`config.mk`:
```
export PLATFORM = sky130hd
export DESIGN_NAME = rc4_ksa_swapper
export DESIGN_NICKNAME = d
export VERILOG_FILES = /design/src/rtl/rc4_pkg.sv /design/src/rtl/rc4_ksa_swapper.sv
export SDC_FILE = /design/constraint.sdc
export NUM_CORES = 1
export LEC_CHECK = 0
export CORE_MARGIN = 1
export CORE_UTILIZATION = 30
export CTS_CLUSTER_DIAMETER = 60
export DETAILED_ROUTE_END_ITERATION = 8
export SLEW_MARGIN = 10
export SYNTH_ARGS = -nofsm -noshare
export SYNTH_HDL_FRONTEND = slang
export SYNTH_SLANG_ARGS = --single-unit
export TNS_END_PERCENT = 100
```
`constraint.sdc`:
```
create_clock -name clk -period 7.75 [get_ports clk]
set_input_delay 1.1625 -clock clk [delete_from_list [all_inputs] [get_ports clk]]
set_output_delay 1.1625 -clock clk [all_outputs]
set_load 0.03 [all_outputs]
```
`src/rtl/rc4_pkg.sv`:
```
// Shared types for the RC4 key-scheduling datapath: byte type, S-array depth,
// and the state encodings of the populator and the KSA swapper.
package rc4_pkg;

    typedef logic [7:0] byte_t;

    localparam int MEM_DEPTH = 256;

    typedef enum logic [1:0] {
        POP_IDLE,
        POP_WRITE,
        POP_DONE
    } pop_state_t;

    typedef enum logic [3:0] {
        KSA_IDLE,
        KSA_READ_I,
        KSA_WAIT_I,
        KSA_GET_I,
        KSA_READ_J,
        KSA_WAIT_J,
        KSA_GET_J,
        KSA_WR_I,
        KSA_WR_J,
        KSA_DONE
    } ksa_state_t;

endpackage

```
`src/rtl/rc4_ksa_swapper.sv`:
```
// RC4 key-scheduling loop over the shared S memory port: j += S[i] + key[i mod KEY_LEN],
// then swap S[i]/S[j]; 8 cycles per iteration, 256 iterations, one-cycle finish pulse.
module rc4_ksa_swapper
    import rc4_pkg::*;
#(
    parameter int KEY_LEN   = 3,
    parameter int MEM_DEPTH = rc4_pkg::MEM_DEPTH
) (
    input  logic                 clk,
    input  logic                 rst,
    input  logic                 start,
    input  logic [KEY_LEN*8-1:0] secret_key,
    input  logic [7:0]           q,
    output logic [7:0]           address,
    output logic [7:0]           data,
    output logic                 wren,
    output logic                 busy,
    output logic                 finish
);

    localparam byte_t LAST_I = byte_t'(MEM_DEPTH - 1);

    ksa_state_t state, state_nxt;
    byte_t      i, j, si, sj;
    byte_t      i_nxt, j_nxt, si_nxt, sj_nxt;
    byte_t      address_nxt, data_nxt;
    logic       wren_nxt, busy_nxt, finish_nxt;

    byte_t      key_idx, key_byte, j_upd;

    // Key byte 0 sits in the most significant byte of secret_key.
    assign key_idx = i % byte_t'(KEY_LEN);

    always_comb begin
        key_byte = '0;
        for (int k = 0; k < KEY_LEN; k++) begin
            if (key_idx == byte_t'(k)) key_byte = secret_key[(KEY_LEN-1-k)*8 +: 8];
        end
    end

    assign j_upd = j + q + key_byte;

    // Outputs are registered from the next state so they are stable for the
    // whole cycle the FSM spends in each state.
    always_comb begin
        state_nxt   = state;
        i_nxt       = i;
        j_nxt       = j;
        si_nxt      = si;
        sj_nxt      = sj;
        address_nxt = address;
        data_nxt    = data;
        wren_nxt    = 1'b0;
        busy_nxt    = 1'b0;
        finish_nxt  = 1'b0;

        case (state)
            KSA_IDLE: begin
                if (start) begin
                    i_nxt       = '0;
                    j_nxt       = '0;
                    address_nxt = '0;
                    busy_nxt    = 1'b1;
                    state_nxt   = KSA_READ_I;
                end
            end
            KSA_READ_I: begin
                busy_nxt  = 1'b1;
                state_nxt = KSA_WAIT_I;
            end
            KSA_WAIT_I: begin
                busy_nxt  = 1'b1;
                state_nxt = KSA_GET_I;
            end
            KSA_GET_I: begin
                si_nxt      = q;
                j_nxt       = j_upd;
                address_nxt = j_upd;
                busy_nxt    = 1'b1;
                state_nxt   = KSA_READ_J;
            end
            KSA_READ_J: begin
                busy_nxt  = 1'b1;
                state_nxt = KSA_WAIT_J;
            end
            KSA_WAIT_J: begin
                busy_nxt  = 1'b1;
                state_nxt = KSA_GET_J;
            end
            KSA_GET_J: begin
                sj_nxt      = q;
                address_nxt = i;
                data_nxt    = q;
                wren_nxt    = 1'b1;
                busy_nxt    = 1'b1;
                state_nxt   = KSA_WR_I;
            end
            KSA_WR_I: begin
                // Latched si is written back, so i==j rewrites the entry with itself.
                address_nxt = j;
                data_nxt    = si;
                wren_nxt    = 1'b1;
                busy_nxt    = 1'b1;
                state_nxt   = KSA_WR_J;
            end
            KSA_WR_J: begin
                if (i == LAST_I) begin
                    finish_nxt = 1'b1;
                    state_nxt  = KSA_DONE;
                end else begin
                    i_nxt       = i + 8'd1;
                    address_nxt = i + 8'd1;
                    busy_nxt    = 1'b1;
                    state_nxt   = KSA_READ_I;
                end
            end
            KSA_DONE: begin
                state_nxt = KSA_IDLE;
            end
            default: begin
                state_nxt = KSA_IDLE;
            end
        endcase
    end

    always_ff @(posedge clk) begin
        if (rst) begin
            state   <= KSA_IDLE;
            i       <= '0;
            j       <= '0;
            si      <= '0;
            sj      <= '0;
            address <= '0;
            data    <= '0;
            wren    <= 1'b0;
            busy    <= 1'b0;
            finish  <= 1'b0;
        end else begin
            state   <= state_nxt;
            i       <= i_nxt;
            j       <= j_nxt;
            si      <= si_nxt;
            sj      <= sj_nxt;
            address <= address_nxt;
            data    <= data_nxt;
            wren    <= wren_nxt;
            busy    <= busy_nxt;
            finish  <= finish_nxt;
        end
    end

endmodule

```
After elaboration in Yosys (flattened, before gate mapping). Index checks and enable logic that the tools add are counted.

$add $sub $neg: 3. Div/mod/pow operators: 1. Eq/ne operators: 13. Multiplexer cells: 17. Bitwise logic cells: 1. Reduce and logical (&&, ||, !) cells: 12.

Operator list (number): $pmux 8 s2 (3); $mux 8 (5); $pmux 8 s5 (1); $pmux 4 s9 (1); $add 8x8->8 (2); $eq 4x3->1 const B (4); $add 8x1->8 const B (1); $eq 4x2->1 const B (2); $eq 8x1->1 const B (1); $eq 8x2->1 const B (1); $eq 8x8->1 const B (1); $logic_not 8->1 (1); $mod 8x2->8 const B (1); $mux 4 (2); $reduce_or 7->1 (1); $reduce_and 3->1 (2); $reduce_bool 2->1 (3); $reduce_bool 5->1 (1); $eq 4x1->1 const B (1); $eq 4x4->1 const B (1); $logic_not 4->1 (1); $mux 1 (4); $ne 2x2->1 const B (2); $reduce_or 2->1 (2); other kinds (3) (3).

Register bits after elaboration: 47. Input bits: 35. Output and inout port bits: 19. Word-level logic and storage cells: 56.

Longest topological paths before layout.
Depth after elaboration: 7. Depth in mapped cells: 32. Gate-level depth less buffers: 30.

Least setup slack after synthesis. Ideal clock, no wire load.

Path type: flip-flop to flip-flop. Start: register i[7]. End: register address[7]. Library setup time: 0.134 ns. Data arrival time: 5.625 ns. Data required time: 7.616 ns. Slack: 1.992 ns. Cell stages (with the launch flop): 31. Path buffers: 3. Period minus slack after synthesis: 5.758 ns. Cells stage by stage: dfxtp_1 -> buf_2 -> nor2b_1 -> or2_2 -> o32ai_1 -> or2_1 -> buf_2 -> ha_1 -> inv_1 -> nand3_1 -> a21oi_1 -> xnor2_1 -> ha_1 -> or3_1 -> a21oi_2 -> mux2i_2 -> buf_6 -> mux2i_1 -> o21ai_0 -> fa_1 -> ha_1 -> inv_1 -> fa_1 -> nor2b_1 -> o21ai_0 -> nand2b_1 -> a21o_1 -> a21oi_1 -> xnor2_1 -> xnor2_1 -> o22ai_1.

Cells in the longest elaborated chain, start to end: 7. Elaborated cells between the ends (all ways): 14. Those cells by class: 2 x add/sub; 1 x div; 4 x eq/ne; 5 x mux; 2 x reduce/logical.

Ends and longest elaborated chain: start: declaration (line rc4_ksa_swapper.sv:24) `byte_t i, j, si, sj;`; start signal: assignment (line rc4_ksa_swapper.sv:140) `i <= i_nxt;`; $mod 8x2->8 (line rc4_ksa_swapper.sv:32) `assign key_idx = i % byte_t'(KEY_LEN);`; $logic_not 8->1 (line rc4_ksa_swapper.sv:37) `if (key_idx == byte_t'(k)) key_byte = secret_key[(KEY_LEN-1-k)*8 +: 8];`; $mux 8 (3 in series) (line rc4_ksa_swapper.sv:37); $add 8x8->8 (line rc4_ksa_swapper.sv:41) `assign j_upd = j + q + key_byte;`; $pmux 8 s5 (line rc4_ksa_swapper.sv:57) `case (state)`; end signal: assignment (line rc4_ksa_swapper.sv:144) `address <= address_nxt;`; end: declaration (line rc4_ksa_swapper.sv:14) `output logic [7:0] address,`.

Parallel ways exist; a longest one is shown, timed or not. The select of a mux whose other input is x is not followed. A chain may end at the register's enable or synchronous reset.

Final worst setup path.
Start: register i[3]. End: register address[7].

Same word-level chain as after synthesis.

==> results by stage <==
Synthesis:
- Counting distinct cell types in the post-synthesis netlist gives 65.
- The post-synthesis cell area is 3230 um^2.
- Yosys attributes the largest share of cell area to sky130_fd_sc_hd__dfxtp_1 (29%), sky130_fd_sc_hd__a21oi_1 (6.7%), sky130_fd_sc_hd__nand2_1 (5.6%).
- The post-synthesis async set-or-reset flop share is 0.
- Of the total synthesized cell area, the portion taken by AND, OR, NAND and NOR gates is 0.220.
- For this run, the register share of the synthesized area comes to 0.291.
- Of the total synthesized cell area, the portion taken by XOR and XNOR cells is 0.0434.
- Among all cell types in the netlist, the one instantiated most often is sky130_fd_sc_hd__nand2_1.
- The post-synthesis adder-cell area fraction is 0.0921.
- After synthesis, the largest family of logic cells by area is compound AO/OA/AOI/OAI gates.
- sky130_fd_sc_hd__dfxtp_1 takes more of the synthesized area than any other cell.
- Of the post-synthesis cell area, the dominant cell type holds 0.291.
- The complex-gate fraction of the synthesized area came to 0.235.
- The number of nets handed over by synthesis was 457.
- Measured against the total synthesized area, the mux share comes to 0.0592.
- The commonest cells after synthesis are sky130_fd_sc_hd__nand2_1 (48), sky130_fd_sc_hd__dfxtp_1 (47), sky130_fd_sc_hd__a21oi_1 (43).
- The synthesized area per cell is 8.02 um^2.
- In the synthesized netlist, the number of instances is 403.
- In the synthesized netlist the dominant register cell turns out to be sky130_fd_sc_hd__dfxtp_1.
- The number of enable-type register cells in the synthesized netlist is 0.
- The count of warnings emitted by yosys is 0.
- The number of synthesized register bits is 47.

Outcome:
- The run finished with clean final reports.

Worst setup path:
- The maximum net fanout on the critical path is 16.
- On the worst path, the slowest cell contributes a delay of 650 ps.
- At the worst endpoint, the arrival time is 6790 ps.
- The endpoint required time on the critical path is 7930 ps.
- The nature of the critical path endpoint is a flip-flop.
- STA classifies the critical path startpoint as a flip-flop.
- The kind of critical path is reg -> reg.
- The critical-path cell with the highest stage delay is sky130_fd_sc_hd__dfxtp_1.

Floorplan:
- The effective utilization at floorplan is 0.312.
- The floorplan has 37 rows.
- The floorplan step defined a die boundary enclosing 11200 um^2.
- The x dimension of the die is 106 um.
- The region available for standard cell placement spans 10400 um^2.
- For this design the top-level I/O count stands at 54.
- In this run the vertical extent of the chip is 106 um.

STA:
- On the final layout, the worst clock skew is 5.41 ps.
- Dividing the final minimum period by the clock period gives 0.853.
- For this run, the top clock speed supported by timing is 0.151 GHz.
- Setup violations remaining at the end of the flow were counted as 0.
- Setup repair after global routing left no endpoint under its margin.
- Setup total negative slack on the finished layout was measured at 0 ps.
- The worst pin sits at a relative slew slack of 0.538.
- The time the worst path needs with I/O delays and setup is 6610 ps.
- The final number of hold-violating endpoints came to 0.
- At the pin with the least slew margin, the transition time is 692 ps.
- The number of max-slew violations in the final report is 0.

Clock tree:
- After clock tree synthesis, the clock-pin slew on the worst setup and hold paths is 100 ps.
- In this run, CTS created clock tree buffers numbering 5.
- The clock latency at the later pin of the worst-skew pair is 310 ps.
- The number of instances resized during post-cts repair is 0.
- The maximum level of the CTS H-tree is 2.
- TritonCTS built the clock tree.
- The post-cts hold buffer count is 0.
- Counting along the longest clock path gives a buffer depth of 2.
- The post-CTS setup repair buffer count is 0.
- The total clock sinks is 47.
- CTS placed an instance of sky130_fd_sc_hd__clkbuf_8 at the clock tree root.

Global route:
- The most used routing layer is met2.
- The number of antenna violations at the first check in global routing is 0.
- The first global-routing pass estimated 14.2 mm of wire.
- The global-route met2 utilization is 0.275.
- The number of global-route vias before repair is 2941.
- The total congestion overflow after global routing is 0.
- The met1 usage in global routing is 0.197.
- Entering global routing, the biggest net connects 47 pins.
- Across every metal layer, demand over resource in global routing totals 0.156.
- The global-route met3 utilization is 0.0235.

Drt:
- The overall via count from detail_route is 3013.
- The number of DRC markers after the initial detailed-route iteration is 150.
- After detailed routing, the number of remaining DRC violations is 0.
- The routed design has 8.38 mm of wire.
- Dividing the detail-routed wire length by the instance count gives 14.5 um.
- In this run the remaining antenna-violating nets after routing total 0.
- For this run, the detailed router's first-pass iteration total came to 4.
- In the routed layout, each cell is associated on average with a via count of 5.20.

Final layout:
- The number of diodes is 0.
- From synthesis to final layout, the design area changed by 21.7%.
- The layout cell share with drive strength beyond 1 is 0.0542.
- The final standard cell utilization of the core is 0.379.
- The final instance count without filler cells is 579.
- The filler cells instantiated in the layout total 1092.
- After the last flow step, the layout net total stands at 496.

Run:
- Across the run, the number of max-cap violations was 0.

Worst hold path:
- The path class of the tightest hold or removal check is reg -> reg.

Placement:
- At the end of routability-driven placement, the weighted congestion stood at 0.815.
- The count of buffers added on input and output ports is 53.
- In this run, placement finished with an instance count of 571.
- Once detailed placement completed, the half-perimeter wirelength came to 6.39 mm.

Pwr:
- For this design the static power due to leakage is 1.49 nW.
- Across the VDD grid, the largest voltage drop is 101 uV.
- The sum of internal, switching and leakage power is 0.534 mW.
- Dividing total power by cell area gives a power density of 136 nW/um^2.
[logic make-up after synthesis]
family	Yosys count
simple gates	147
flops	47
compound gates	115
xor+xnor	16
buf+inv	42
mux	17
fa+ha+maj	19
[stage by stage]
stage                     hold slack, ps  setup slack (ps)  area [um^2]
after floorplan                      436              1990         3230
after global placement               442              1470         3830
after detailed placement             448              1200         3830
after CTS                            462              1190         3930
after global routing                 479               660         3930
final                                459              1140         3930
[critical path: cells and delay by family (launching register included)]
kind,cells,cell delay (ps)
fa+ha+maj,5,1440
simple gates,8,1520
xor+xnor,3,430
mux,2,350
flops,1,650
buf+inv,3,490
compound gates,9,1620
[power breakdown]
group | internal, mW | switching (mW)
registers | 0.249 | 0.0105
clock network | 0.0730 | 0.0912
logic | 0.0531 | 0.0575
total | 0.375 | 0.159
[cell type report]
class	count	area, um^2	area share
Clock buffer	6	82.6	0.0210
Sequential cell	47	941	0.239
Multi-Input combinational cell	314	2100	0.534
Clock inverter	2	16.3	0.00413
Timing Repair Buffer	57	561	0.142
Tap cell	136	170	0.0433
Inverter	17	63.8	0.0162
[cells in the final DEF, fill, tap and decap left out, drive strengths merged, types with 3 or more instances in the layout]
master and count:
xor2 7, a21o 4, inv 17, nand2b 3, buf 4, a22oi 3
nand3 6, fa 8, and3b 3, and3 5, mux2i 16, a31oi 4
nor2b 7, clkbuf 6, o21ai 23, nand3b 6, nand2 48, a221oi 5
a211oi 6, a211o 3, nor3 14, clkdlybuf4s50 53, dfxtp 47, nor3b 4
a21oi 45, xnor2 9, nor2 40, ha 11
[path summary, 6_finish.rpt]
kind                endpoint  start  slack, ps  cells after the start
setup / recovery  address[7]   i[3]       1140                     30
hold / removal         si[1]  si[1]        460                      2
hold reg to reg        si[1]  si[1]        460                      2
setup reg to reg  address[7]   i[3]       1140                     30
[sequential cells by signal, summed over array words and instances, names as in the netlist]
register / flops
si: 8
j: 8
data: 8
busy: 1
finish: 1
wren: 1
address: 8
state: 4
i: 8
[layer usage]
metal	vias to the layer above	wire length (um)
met2	74	4110
met3	15	325
li1	1516	-
met1	1408	3810
met4	0	134
met5	-	0
No activity file was read; power rests on OpenSTA's default activity.
